## config.mk

```make
export PLATFORM = sky130hd
export DESIGN_NAME = sargantana_icache_refill
export DESIGN_NICKNAME = d
export VERILOG_FILES = /design/src/rtl/sargantana_icache_pkg.sv /design/src/rtl/sargantana_icache_tzc_idx.sv /design/src/rtl/sargantana_icache_refill.sv
export SDC_FILE = /design/constraint.sdc
export NUM_CORES = 1
export LEC_CHECK = 0
export CORE_ASPECT_RATIO = 0.6
export CORE_MARGIN = 5
export CORE_UTILIZATION = 45
export CTS_CLUSTER_DIAMETER = 60
export DETAILED_ROUTE_END_ITERATION = 8
export PLACE_DENSITY_LB_ADDON = 0.05
export SLEW_MARGIN = 10
export SYNTH_ARGS = -nofsm -noshare
export SYNTH_HDL_FRONTEND = slang
export SYNTH_SLANG_ARGS = --single-unit
```

## constraint.sdc

```tcl
create_clock -name clk_i -period 2.5 [get_ports clk_i]
set_input_delay 0.75 -clock clk_i [delete_from_list [all_inputs] [get_ports clk_i]]
set_output_delay 0.75 -clock clk_i [all_outputs]
set_load 0.02 [all_outputs]
```

## src/rtl/sargantana_icache_pkg.sv

```systemverilog
// Shared geometry, refill FSM state type and helpers for the instruction-cache refill path.
package sargantana_icache_pkg;

    localparam int ICACHE_N_WAY     = 4;
    localparam int ICACHE_TAG_WIDTH = 20;
    localparam int TAG_WIDHT        = ICACHE_TAG_WIDTH;
    localparam int ICACHE_IDX_WIDTH = 6;
    localparam int FETCH_WIDHT      = 32;
    localparam int WAY_WIDHT        = 128;
    localparam int WAY_IDX_WIDTH    = (ICACHE_N_WAY > 1) ? $clog2(ICACHE_N_WAY) : 1;

    typedef enum logic [1:0] {
        REFILL_IDLE  = 2'd0,
        REFILL_REQ   = 2'd1,
        REFILL_RECV  = 2'd2,
        REFILL_WRITE = 2'd3
    } refill_state_t;

    function automatic logic [ICACHE_N_WAY-1:0] way_onehot(input logic [WAY_IDX_WIDTH-1:0] idx);
        logic [ICACHE_N_WAY-1:0] oh;
        oh      = '0;
        oh[idx] = 1'b1;
        return oh;
    endfunction

endpackage

```

## src/rtl/sargantana_icache_tzc_idx.sv

```systemverilog
// Trailing-zero count: index of the lowest set bit, with a flag when no bit is set.
module sargantana_icache_tzc_idx #(
    parameter int WIDTH = 4,
    parameter int IDX_W = (WIDTH > 1) ? $clog2(WIDTH) : 1
) (
    input  logic [WIDTH-1:0] in_i,
    output logic [IDX_W-1:0] idx_o,
    output logic             empty_o
);

    // Scan from the top so the lowest set bit is the last one to win.
    always_comb begin
        idx_o   = '0;
        empty_o = 1'b1;
        for (int i = WIDTH - 1; i >= 0; i--) begin
            if (in_i[i]) begin
                idx_o   = IDX_W'(i);
                empty_o = 1'b0;
            end
        end
    end

endmodule

```

## src/rtl/sargantana_icache_refill.sv

```systemverilog
// I-cache line refill: picks a victim way, requests the line, gathers the beats and writes tag+data.
//
// state        | meaning
// REFILL_IDLE  | waiting for a miss; victim chosen from the sampled valid bits
// REFILL_REQ   | line request held towards the next level until ready
// REFILL_RECV  | collecting N_BEATS response beats (drained even when killed)
// REFILL_WRITE | one-cycle tag/data write strobe and done pulse
module sargantana_icache_refill
    import sargantana_icache_pkg::*;
#(
    parameter int unsigned N_BEATS = 4,
    parameter int unsigned RR_INIT = 0
) (
    input  logic                        clk_i,
    input  logic                        rstn_i,
    input  logic                        miss_i,
    input  logic [ICACHE_TAG_WIDTH-1:0] miss_tag_i,
    input  logic [ICACHE_IDX_WIDTH-1:0] miss_idx_i,
    input  logic [ICACHE_N_WAY-1:0]     way_valid_bits_i,
    input  logic                        flush_i,
    output logic                        ifill_req_valid_o,
    input  logic                        ifill_req_ready_i,
    output logic [ICACHE_TAG_WIDTH-1:0] ifill_req_tag_o,
    output logic [ICACHE_IDX_WIDTH-1:0] ifill_req_idx_o,
    input  logic                        ifill_resp_valid_i,
    input  logic [FETCH_WIDHT-1:0]      ifill_resp_data_i,
    output logic                        tag_we_o,
    output logic                        data_we_o,
    output logic [ICACHE_N_WAY-1:0]     wr_way_o,
    output logic [ICACHE_IDX_WIDTH-1:0] wr_idx_o,
    output logic [TAG_WIDHT-1:0]        wr_tag_o,
    output logic [WAY_WIDHT-1:0]        wr_data_o,
    output logic                        busy_o,
    output logic                        done_o
);

    localparam int CNT_W = (N_BEATS > 1) ? $clog2(N_BEATS) : 1;
    localparam logic [CNT_W-1:0]         LAST_BEAT = CNT_W'(N_BEATS - 1);
    localparam logic [WAY_IDX_WIDTH-1:0] RR_RESET  = WAY_IDX_WIDTH'(RR_INIT);
    localparam logic [WAY_IDX_WIDTH-1:0] RR_LAST   = WAY_IDX_WIDTH'(ICACHE_N_WAY - 1);

    refill_state_t               state_q;
    logic [CNT_W-1:0]            cnt_q;
    logic                        kill_q;
    logic [WAY_IDX_WIDTH-1:0]    rr_q;
    logic                        from_rr_q;
    logic [ICACHE_N_WAY-1:0]     way_q;
    logic [ICACHE_TAG_WIDTH-1:0] tag_q;
    logic [ICACHE_IDX_WIDTH-1:0] idx_q;
    logic [WAY_WIDHT-1:0]        line_q;
    logic                        req_valid_q;
    logic                        busy_q;
    logic                        write_q;

    logic [WAY_IDX_WIDTH-1:0]    free_idx;
    logic                        no_free;
    logic [WAY_IDX_WIDTH-1:0]    victim_idx;

    sargantana_icache_tzc_idx #(
        .WIDTH (ICACHE_N_WAY),
        .IDX_W (WAY_IDX_WIDTH)
    ) u_tzc_idx (
        .in_i    (~way_valid_bits_i),
        .idx_o   (free_idx),
        .empty_o (no_free)
    );

    assign victim_idx = no_free ? rr_q : free_idx;

    always_ff @(posedge clk_i or negedge rstn_i) begin
        if (!rstn_i) begin
            state_q     <= REFILL_IDLE;
            cnt_q       <= '0;
            kill_q      <= 1'b0;
            rr_q        <= RR_RESET;
            from_rr_q   <= 1'b0;
            way_q       <= '0;
            tag_q       <= '0;
            idx_q       <= '0;
            line_q      <= '0;
            req_valid_q <= 1'b0;
            busy_q      <= 1'b0;
            write_q     <= 1'b0;
        end else begin
            write_q <= 1'b0;
            case (state_q)
                REFILL_IDLE: begin
                    if (miss_i && !flush_i) begin
                        tag_q       <= miss_tag_i;
                        idx_q       <= miss_idx_i;
                        way_q       <= way_onehot(victim_idx);
                        from_rr_q   <= no_free;
                        kill_q      <= 1'b0;
                        req_valid_q <= 1'b1;
                        busy_q      <= 1'b1;
                        state_q     <= REFILL_REQ;
                    end
                end
                REFILL_REQ: begin
                    // A flush wins over a same-cycle handshake; any beats that follow land in IDLE and are ignored.
                    if (flush_i) begin
                        req_valid_q <= 1'b0;
                        busy_q      <= 1'b0;
                        state_q     <= REFILL_IDLE;
                    end else if (ifill_req_ready_i) begin
                        req_valid_q <= 1'b0;
                        cnt_q       <= '0;
                        state_q     <= REFILL_RECV;
                    end
                end
                REFILL_RECV: begin
                    if (flush_i) begin
                        kill_q <= 1'b1;
                    end
                    if (ifill_resp_valid_i) begin
                        line_q[int'(cnt_q)*FETCH_WIDHT +: FETCH_WIDHT] <= ifill_resp_data_i;
                        if (cnt_q == LAST_BEAT) begin
                            cnt_q <= '0;
                            if (kill_q || flush_i) begin
                                kill_q  <= 1'b0;
                                busy_q  <= 1'b0;
                                state_q <= REFILL_IDLE;
                            end else begin
                                write_q <= 1'b1;
                                state_q <= REFILL_WRITE;
                            end
                        end else begin
                            cnt_q <= cnt_q + 1'b1;
                        end
                    end
                end
                REFILL_WRITE: begin
                    if (from_rr_q && !flush_i) begin
                        rr_q <= (rr_q == RR_LAST) ? '0 : rr_q + 1'b1;
                    end
                    busy_q  <= 1'b0;
                    state_q <= REFILL_IDLE;
                end
                default: begin
                    busy_q      <= 1'b0;
                    req_valid_q <= 1'b0;
                    state_q     <= REFILL_IDLE;
                end
            endcase
        end
    end

    // Strobes are registered; a flush arriving during the write cycle masks them.
    assign tag_we_o          = write_q & ~flush_i;
    assign data_we_o         = write_q & ~flush_i;
    assign done_o            = write_q & ~flush_i;
    assign busy_o            = busy_q;
    assign ifill_req_valid_o = req_valid_q;
    assign ifill_req_tag_o   = tag_q;
    assign ifill_req_idx_o   = idx_q;
    assign wr_way_o          = way_q;
    assign wr_idx_o          = idx_q;
    assign wr_tag_o          = tag_q;
    assign wr_data_o         = line_q;

endmodule

```

=== Yosys cells after proc, flatten, opt, wreduce, memory -nomap -nowiden ===
Cells that the tools add are included.

* Register bits: 169
* Input port bits: 68
* Word-level logic and storage cells: 96

* $add $sub $neg: 3
* Order comparisons: 2
* Equal/unequal tests: 13
* Shift-type cells: 2
* Multiplexer cells: 44
* Bitwise gates (word level): 3
* Reductions and logical operators: 17

{| class="wikitable"
|+ Operator list
! kind !! number
|-
| bitwise mux 128 bit || 1
|-
| variable shift 32 x 33 -> 128 bit (first input constant) || 1
|-
| indexed part select 32 x 33 -> 128 bit || 1
|-
| negator 7 -> 33 bit || 1
|-
| 2-to-1 mux 2 bit || 16
|-
| 2-to-1 mux 1 bit || 21
|-
| inequality test 2 bit (second input constant) || 7
|-
| == test 2 bit (second input constant) || 4
|-
| case mux 2 bit (4 select lines) || 1
|-
| AND reduction 2 bit || 4
|-
| AND reduction 4 bit || 2
|-
| nonzero test 2 bit || 3
|-
| AND reduction 5 bit || 1
|-
| adder 2 x 1 -> 2 bit (second input constant) || 2
|-
| NOT 4 bit || 1
|-
| case mux 1 bit (2 select lines) || 2
|-
| case mux 1 bit (4 select lines) || 1
|-
| case mux 2 bit (2 select lines) || 1
|-
| logical AND 1 bit || 3
|-
| < comparator 2 x 3 -> 1 bit (second input constant) || 1
|-
| inequality test 3 bit (second input constant) || 1
|-
| AND reduction 3 bit || 1
|-
| demux 1 bit (select 2 bit) || 1
|-
| == test 2 x 1 -> 1 bit (second input constant) || 1
|-
| 6 further kinds || 6
|}

=== Depth between registers and ports, before layout ===
Gate-level depths: netlist of the first run.

* Depth after elaboration: 10
* Depth in mapped cells: 6

=== Modules after synthesis ===
Synthesis of the first run repeated with hierarchy kept, for this count alone.

* Cells, all modules: 753
* Area total of the unflattened synthesis: 7154.4 um^2

{| class="wikitable"
|+ By module, submodules not included
! module !! instances !! cells an instance !! area each (um^2) !! sequential area each (um^2)
|-
| sargantana_icache_refill || 1 || 747 || 7118.1 || 4229.1
|-
| sargantana_icache_tzc_idx || 1 || 6 || 36.3 || 0.0
|}

=== Least setup slack after synthesis of the first run ===
No wires, ideal clock.

* Kind: input -> output
* Start: in flush_i
* End: out done_o
* Data arrival time: 1.349 ns
* Data required time: 1.750 ns
* Path slack: 0.401 ns
* Cell stages on the path: 2
* Buffers on the path: 1
* Cells stage by stage: nor2b_1 > buf_4

* Word-level cells in the longest chain between the ends: 2

{| class="wikitable"
|+ RTL lines
! item !! RTL line !! source
|-
| start, declared || sargantana_icache_refill.sv:20 || <nowiki>input logic flush_i,</nowiki>
|-
| NOT 1 bit || sargantana_icache_refill.sv:151 || <nowiki>assign done_o = write_q & ~flush_i;</nowiki>
|-
| bitwise AND 1 bit || sargantana_icache_refill.sv:151 ||
|-
| end, declared || sargantana_icache_refill.sv:34 || <nowiki>output logic done_o</nowiki>
|}

No other way between the ends.

=== Worst setup path after layout of the first run ===
Ends and elaborated chain as after synthesis.

==> metrics.txt, run 1 <==
syn_nets=about 780; starting density of the core=between 40% and 50%; Yosys top cell by area=dfrtp_1; Post-route DRC=0; clk_skew=0.0134 ns; Slew headroom=about 63%; DPL Wire Length=approximately 15 mm; DRT Pass-1 Iters=5; PD cells=roughly 1100 nW/µm²; H-tree depth=4; share of cells above drive strength 1=between 10% and 20%; largest net degree at the start of global routing=65; vias in the first global route=5,957; Final Net Count=1,006; # diodes=0; setup repair after global routing missed its margin=true; CP endpoint kind=output port; Synthesis Warnings=0; Synth area leaders=dfrtp_1 60%, nand2_1 13%, o21ai_0 7.7%; FF/Latch Area=4230 µm²; CTS buffer count=17; Max-Cap Viols=0; final setup vio count=0; startpoint types=primary input; Synth cell types=38; multi-input logic area=~2400 µm²; initial antenna violation count=0; CTS max path bufs=2; clock latency on the worst-skew pair=0.42 ns; VDD IR-drop max=approximately 0.00069 V; Routed WL=approximately 20 mm; setup slack after layout=0.0303 ns; IO Port Bufs=between 200 and 300; Worst R2R Start=cnt_q[0]; Worst-Margin Slew=0.552 ns; maximum fanout along the worst path=3; Chip Width=between 150 and 200 µm; fin. max-slew vios=0; status=finished, final reports clean; GRT Total Usage=between 20% and 30%; Avg WL per Cell=approximately 17 µm; Root Buffer=clkbuf_16; post-CTS setup buffers=0; Setup CP Type=primary input to output port; Vias/cell=roughly 5; Total Power=about 12 mW; Worst EP required=1.75 ns; DRT iter0 DRCs=between 400 and 500; global route overflow=0; Arr. time, crit path=1.72 ns; global-route wire length before repair=roughly 32 mm; Final Hold Violating Endpoints=0; setup tns final=0 ns; Hold Crit Class=primary input to asynchronous set/reset pin; Yosys reg bits=around 170; hold_buf cts=0; synthesized cell area=between 7000 and 8000 µm²; FP Rows=35; Final Critical Period=~2.5 ns; Mapped Cells=~700; fmax=405 MHz; clock slew at reported path FFs=around 0.07 ns; Cell Count Post-Placement=1,115; register area share after synthesis=between 60% and 70%; R2R setup slack=around 0.38 ns; CTS tree=yes; Post-Layout Cell Count=1,147; clk sinks=169; Routed Antenna Nets=0; IO Pins=257; gpl congestion=~0.86; Lkg Pwr=about 4.4 nW; Worst Reg-to-Reg Cells=6; vias=about 5,700; Syn Area/Cell=10.1 µm²; area share of the largest cell type after synthesis=between 60 and 70%; Core ar.=~15,000 µm²; R2R Path End=wr_data_o[66]; pre-CTS setup slack=-0.281 ns; P&R area growth vs syn=46.5%; die area=approximately 18,000 µm²; Die H=between 100 and 150 µm; period utilization=a little over nine tenths; filler cell count=roughly 1,200
where the power goes:
part / leakage, nW / switching (mW) / total, mW / internal, mW
Combinational: 1.87 / 2.67 / 5.06 / 2.38
Sequential: 2.26 / 0.560 / 4.05 / 3.49
Clock: 0.273 / 1.13 / 2.53 / 1.40
how the worst max path moves through the flow:
stage	startpoint	slack, ns	to	cells after the start
2_1_floorplan	flush_i	0.40	done_o	2
3_3_place_gp	flush_i	-0.26	data_we_o	3
3_5_place_dp	flush_i	-0.28	tag_we_o	3
4_1_cts	flush_i	0.02	tag_we_o	3
5_1_grt	flush_i	-0.02	data_we_o	3
6_report	flush_i	0.03	done_o	3
flip-flops by register name, summed over array words and instances, names as in the netlist:
signal and cells:
ifill_req_valid_o 1, state_q 2, ifill_req_tag_o 20, kill_q 1, write_q 1, cnt_q 2, from_rr_q 1, busy_o 1
wr_data_o 128, rr_q 2, wr_way_o 4, ifill_req_idx_o 6
per-stage QoR:
stage / hold slack [ns] / utilization, % / cell area [µm²]
2_1_floorplan: 0.448 / - / 7050
3_3_place_gp: 0.459 / 63.5 / 9760
3_5_place_dp: 0.466 / 63.5 / 9760
4_1_cts: 0.318 / 67.2 / 10300
5_1_grt: 0.330 / 67.2 / 10300
6_report: 0.307 / 67.2 / 10300
routing by layer:
layer / share of wire (%) / track usage (%) / vias up
li1: - / - / 2757
met4: 0.92 / 4.80 / 0
met2: 47 / 35.2 / 177
met5: 0 / 0 / -
met1: 45 / 29.9 / 2783
met3: 7.4 / 6.60 / 16
critical path, stage by stage:
cell and delay (ns):
clkdlybuf4s50_1 0.42, nor2b_1 0.18, dlygate4sd2_1 0.37
repair_timing:
item	CTS	global route
gates cloned	0	0
setup endpoints to repair	3	3
gates resized for setup	3	2
cell type report:
type | count | share of cell area (%)
Clock buffer | 19 | 4.19
Multi-Input combinational cell | 456 | 23.6
Clock inverter | 13 | 1.30
Sequential cell | 169 | 41.0
Tap cell | 203 | 2.46
Inverter | 5 | 0.182
Timing Repair Buffer | 282 | 27.3
placed cells by master (no fill, tap or decap), types with 2 or more instances in the layout:
cell and n:
nor3_1 2, inv_1 5, mux2_4 8, nand2_1 241, inv_8 2, inv_6 4
nor3b_2 3, o211ai_1 2, buf_12 5, clkinv_4 3, nor2b_1 2, ha_1 7
o21ai_1 12, a22o_1 11, clkbuf_1 2, nand3_1 2, a211oi_1 2, nand4b_1 4
o31ai_1 5, dlygate4sd2_1 2, o21ai_0 109, nor2_1 4, nor3b_1 2, and3_1 2
mux2_2 21, nand2b_1 2, clkinvlp_4 2, dfrtp_1 169, buf_4 21, and3b_1 2
clkdlybuf4s50_1 252, clkbuf_16 17
cells by family after synthesis:
| kind of cell | count (synthesis) | share of synthesized area (%) |
|---|---|---|
| AOI/OAI and AO/OA | 147 | 11.6 |
| adders and majority gates | 7 | 1.24 |
| buffers and inverters | 76 | 5.91 |
| DFF | 169 | 60.0 |
| muxes | 30 | 5.20 |
| and+or+nand+nor | 272 | 16.0 |
synth_stat cells:
library cell / instances
nor4b_2: 1
nand2b_1: 2
nand3_1: 2
nand4_1: 1
o21bai_1: 1
nand2_1: 241
mux2_2: 21
o31ai_1: 5
nand4b_1: 4
o21ba_2: 1
o211ai_1: 2
mux2_4: 8
a31o_2: 1
dfrtp_1: 169
inv_1: 5
buf_6: 3
nor3_1: 2
nor4bb_1: 1
clkbuf_1: 37
nand3b_1: 1
ha_1: 7
and2_1: 1
or4b_4: 1
a311o_1: 1
buf_4: 28
and3_1: 2
and3b_1: 2
a211oi_1: 2
buf_2: 3
nor2b_1: 2
a22o_1: 11
o21ai_1: 12
nor3b_1: 5
o21ai_0: 109
a31o_1: 1
a31oi_1: 1
mux2i_1: 1
nor2_1: 4
(Power assumes the default switching activity.)
==> run 2, diff against run 1 <==
- REMOVE_ABC_BUFFERS: not set -> 1
==> metrics.txt, run 2 (synthesis results as in run 1) <==
status=finished, final reports clean; design area=roughly 10,000 µm²; hold slack=about 0.27 ns; period utilization=a little over nine tenths; Die H=approximately 110 µm; Vias/cell=between 5 and 6; Lkg Pwr=~4.4 nW; most frequent cells in the layout=252 x clkdlybuf4s50_1, 241 x nand2_1, 169 x dfrtp_1; gpl congestion=just over 0.8; global route hottest layer=met2; Resized Gates After CTS=3; R2R Path End=wr_data_o[67]; Routed Antenna Nets=0; Final Hold Violating Endpoints=0; Chip Width=172 µm; P&R area growth vs syn=47.1%; Worst EP required=1.75 ns; startpoint types=primary input; global route overflow=0; Combinational Power Share=roughly 44%; clock power share=22.0%; vias=approximately 5,800; CTS max path bufs=2; global-route wire length before repair=between 30 and 40 mm; Final Net Count=between 1,000 and 1,500; IO Port Bufs=256; Util after Layout=67.4%; VDD IR-drop max=roughly 0.00065 V; Worst R2R Start=cnt_q[1]; Placed Area=9800 µm²; Core ar.=around 15,000 µm²; # diodes=0; Worst Reg-to-Reg Cells=6; maximum fanout along the worst path=3; DPL Wire Length=14.9 mm; Slew headroom=63.5%; share of cells above drive strength 1=between 10 and 15%; Root Buffer=clkbuf_16; Post-route DRC=0; GRT met3 Usage=under 10%; part of the power in registers=between 30% and 40%; fin. max-slew vios=0; initial antenna violation count=0; pre-CTS setup slack=-0.300 ns; Avg WL per Cell=approximately 18 µm; starting density of the core=a little under half; Sw Pwr=between 4 and 5 mW; die area=roughly 18,000 µm²; fmax=between 400 and 500 MHz; IO Pins=257; Post-Layout Cell Count=about 1,100; Worst-Margin Slew=0.548 ns; FP Rows=35; clk_skew=0.0132 ns; hold_buf cts=0; final setup vio count=0; most common cell after layout, fill and taps aside=clkdlybuf4s50_1; Setup CP Type=primary input to output port; met2 usage=around 34%; PD cells=approximately 1100 nW/µm²; Max-Cap Viols=0; GRT Total Usage=between 20% and 30%; clock slew at reported path FFs=approximately 0.070 ns; CTS tree=yes; vias in the first global route=between 5,000 and 6,000; Total Power=11.8 mW; setup tns final=0 ns; post-CTS setup buffers=0; Arr. time, crit path=between 1.5 and 2 ns; CTS buffer count=17; clock latency on the worst-skew pair=around 0.42 ns; GR Util met1=about 33%; DRT Pass-1 Iters=5; Routed WL=~21 mm; Internal Power=about 7.4 mW; Final Critical Period=between 2 and 2.5 ns; clk sinks=between 150 and 200; H-tree depth=4; Cell Count Post-Placement=~1,100; CP endpoint kind=output port; max reg flops=about 130; setup repair after global routing missed its margin=false; DRT iter0 DRCs=440; setup slack after layout=around 0.15 ns; switching fraction of total power=roughly 37%; R2R setup slack=~0.55 ns; largest net degree at the start of global routing=54; Hold Crit Class=primary input to asynchronous set/reset pin
[run 2: cell types whose count changed in the layout (fill, tap and decap cells not counted), sizes merged]
cell	delta
buf	+1
bufinv	+1
clkbuf	+1
clkinv	-2
clkinvlp	+2
dlygate4sd2	-2
inv	-2
[run 2: power groups by stage]
stage               registers (mW)  logic (mW)  clock network [mW]
global placement              4.03        5.08                   0
floorplan                     5.15        1.25                   0
detailed placement            4.08        5.16                   0
global route                  4.15        5.46                2.77
finish                        4.04        5.13                2.59
CTS                           4.04        5.18                2.65
[run 2: area by class of cell]
| cell class | instances | area, µm² |
|---|---|---|
| clock buffer | 18 | 439 |
| clock inverter | 12 | 143 |
| fill | 1152 | 5000 |
| inverter | 5 | 18.8 |
| multi-input combinational | 456 | 2430 |
| sequential | 169 | 4230 |
| tap | 203 | 254 |
| timing repair buffer | 283 | 2850 |
[run 2: metal layers]
layer  routed length, µm  share of wire (%)  vias up
met5                   0                  0        -
met4                 184               0.89        0
met3                1700                8.2       19
met2                9460                 46      204
met1                9290                 45     2808
li1                    -                  -     2753
[run 2: worst max-delay path: stages]
cell	delay [ns]
clkdlybuf4s50_1	0.44
nor2b_1	0.20
clkbuf_2	0.21
[run 2: how the worst max path moves through the flow]
stage             start        endpoint  slack (ns)  depth (start not counted)
6_report        flush_i       data_we_o        0.15                          3
5_1_grt         flush_i        tag_we_o        0.11                          3
4_1_cts         flush_i       data_we_o       0.005                          3
3_5_place_dp    flush_i       data_we_o       -0.30                          3
3_3_place_gp    flush_i       data_we_o       -0.29                          3
2_1_floorplan  cnt_q[0]  wr_data_o[101]       -0.76                          5
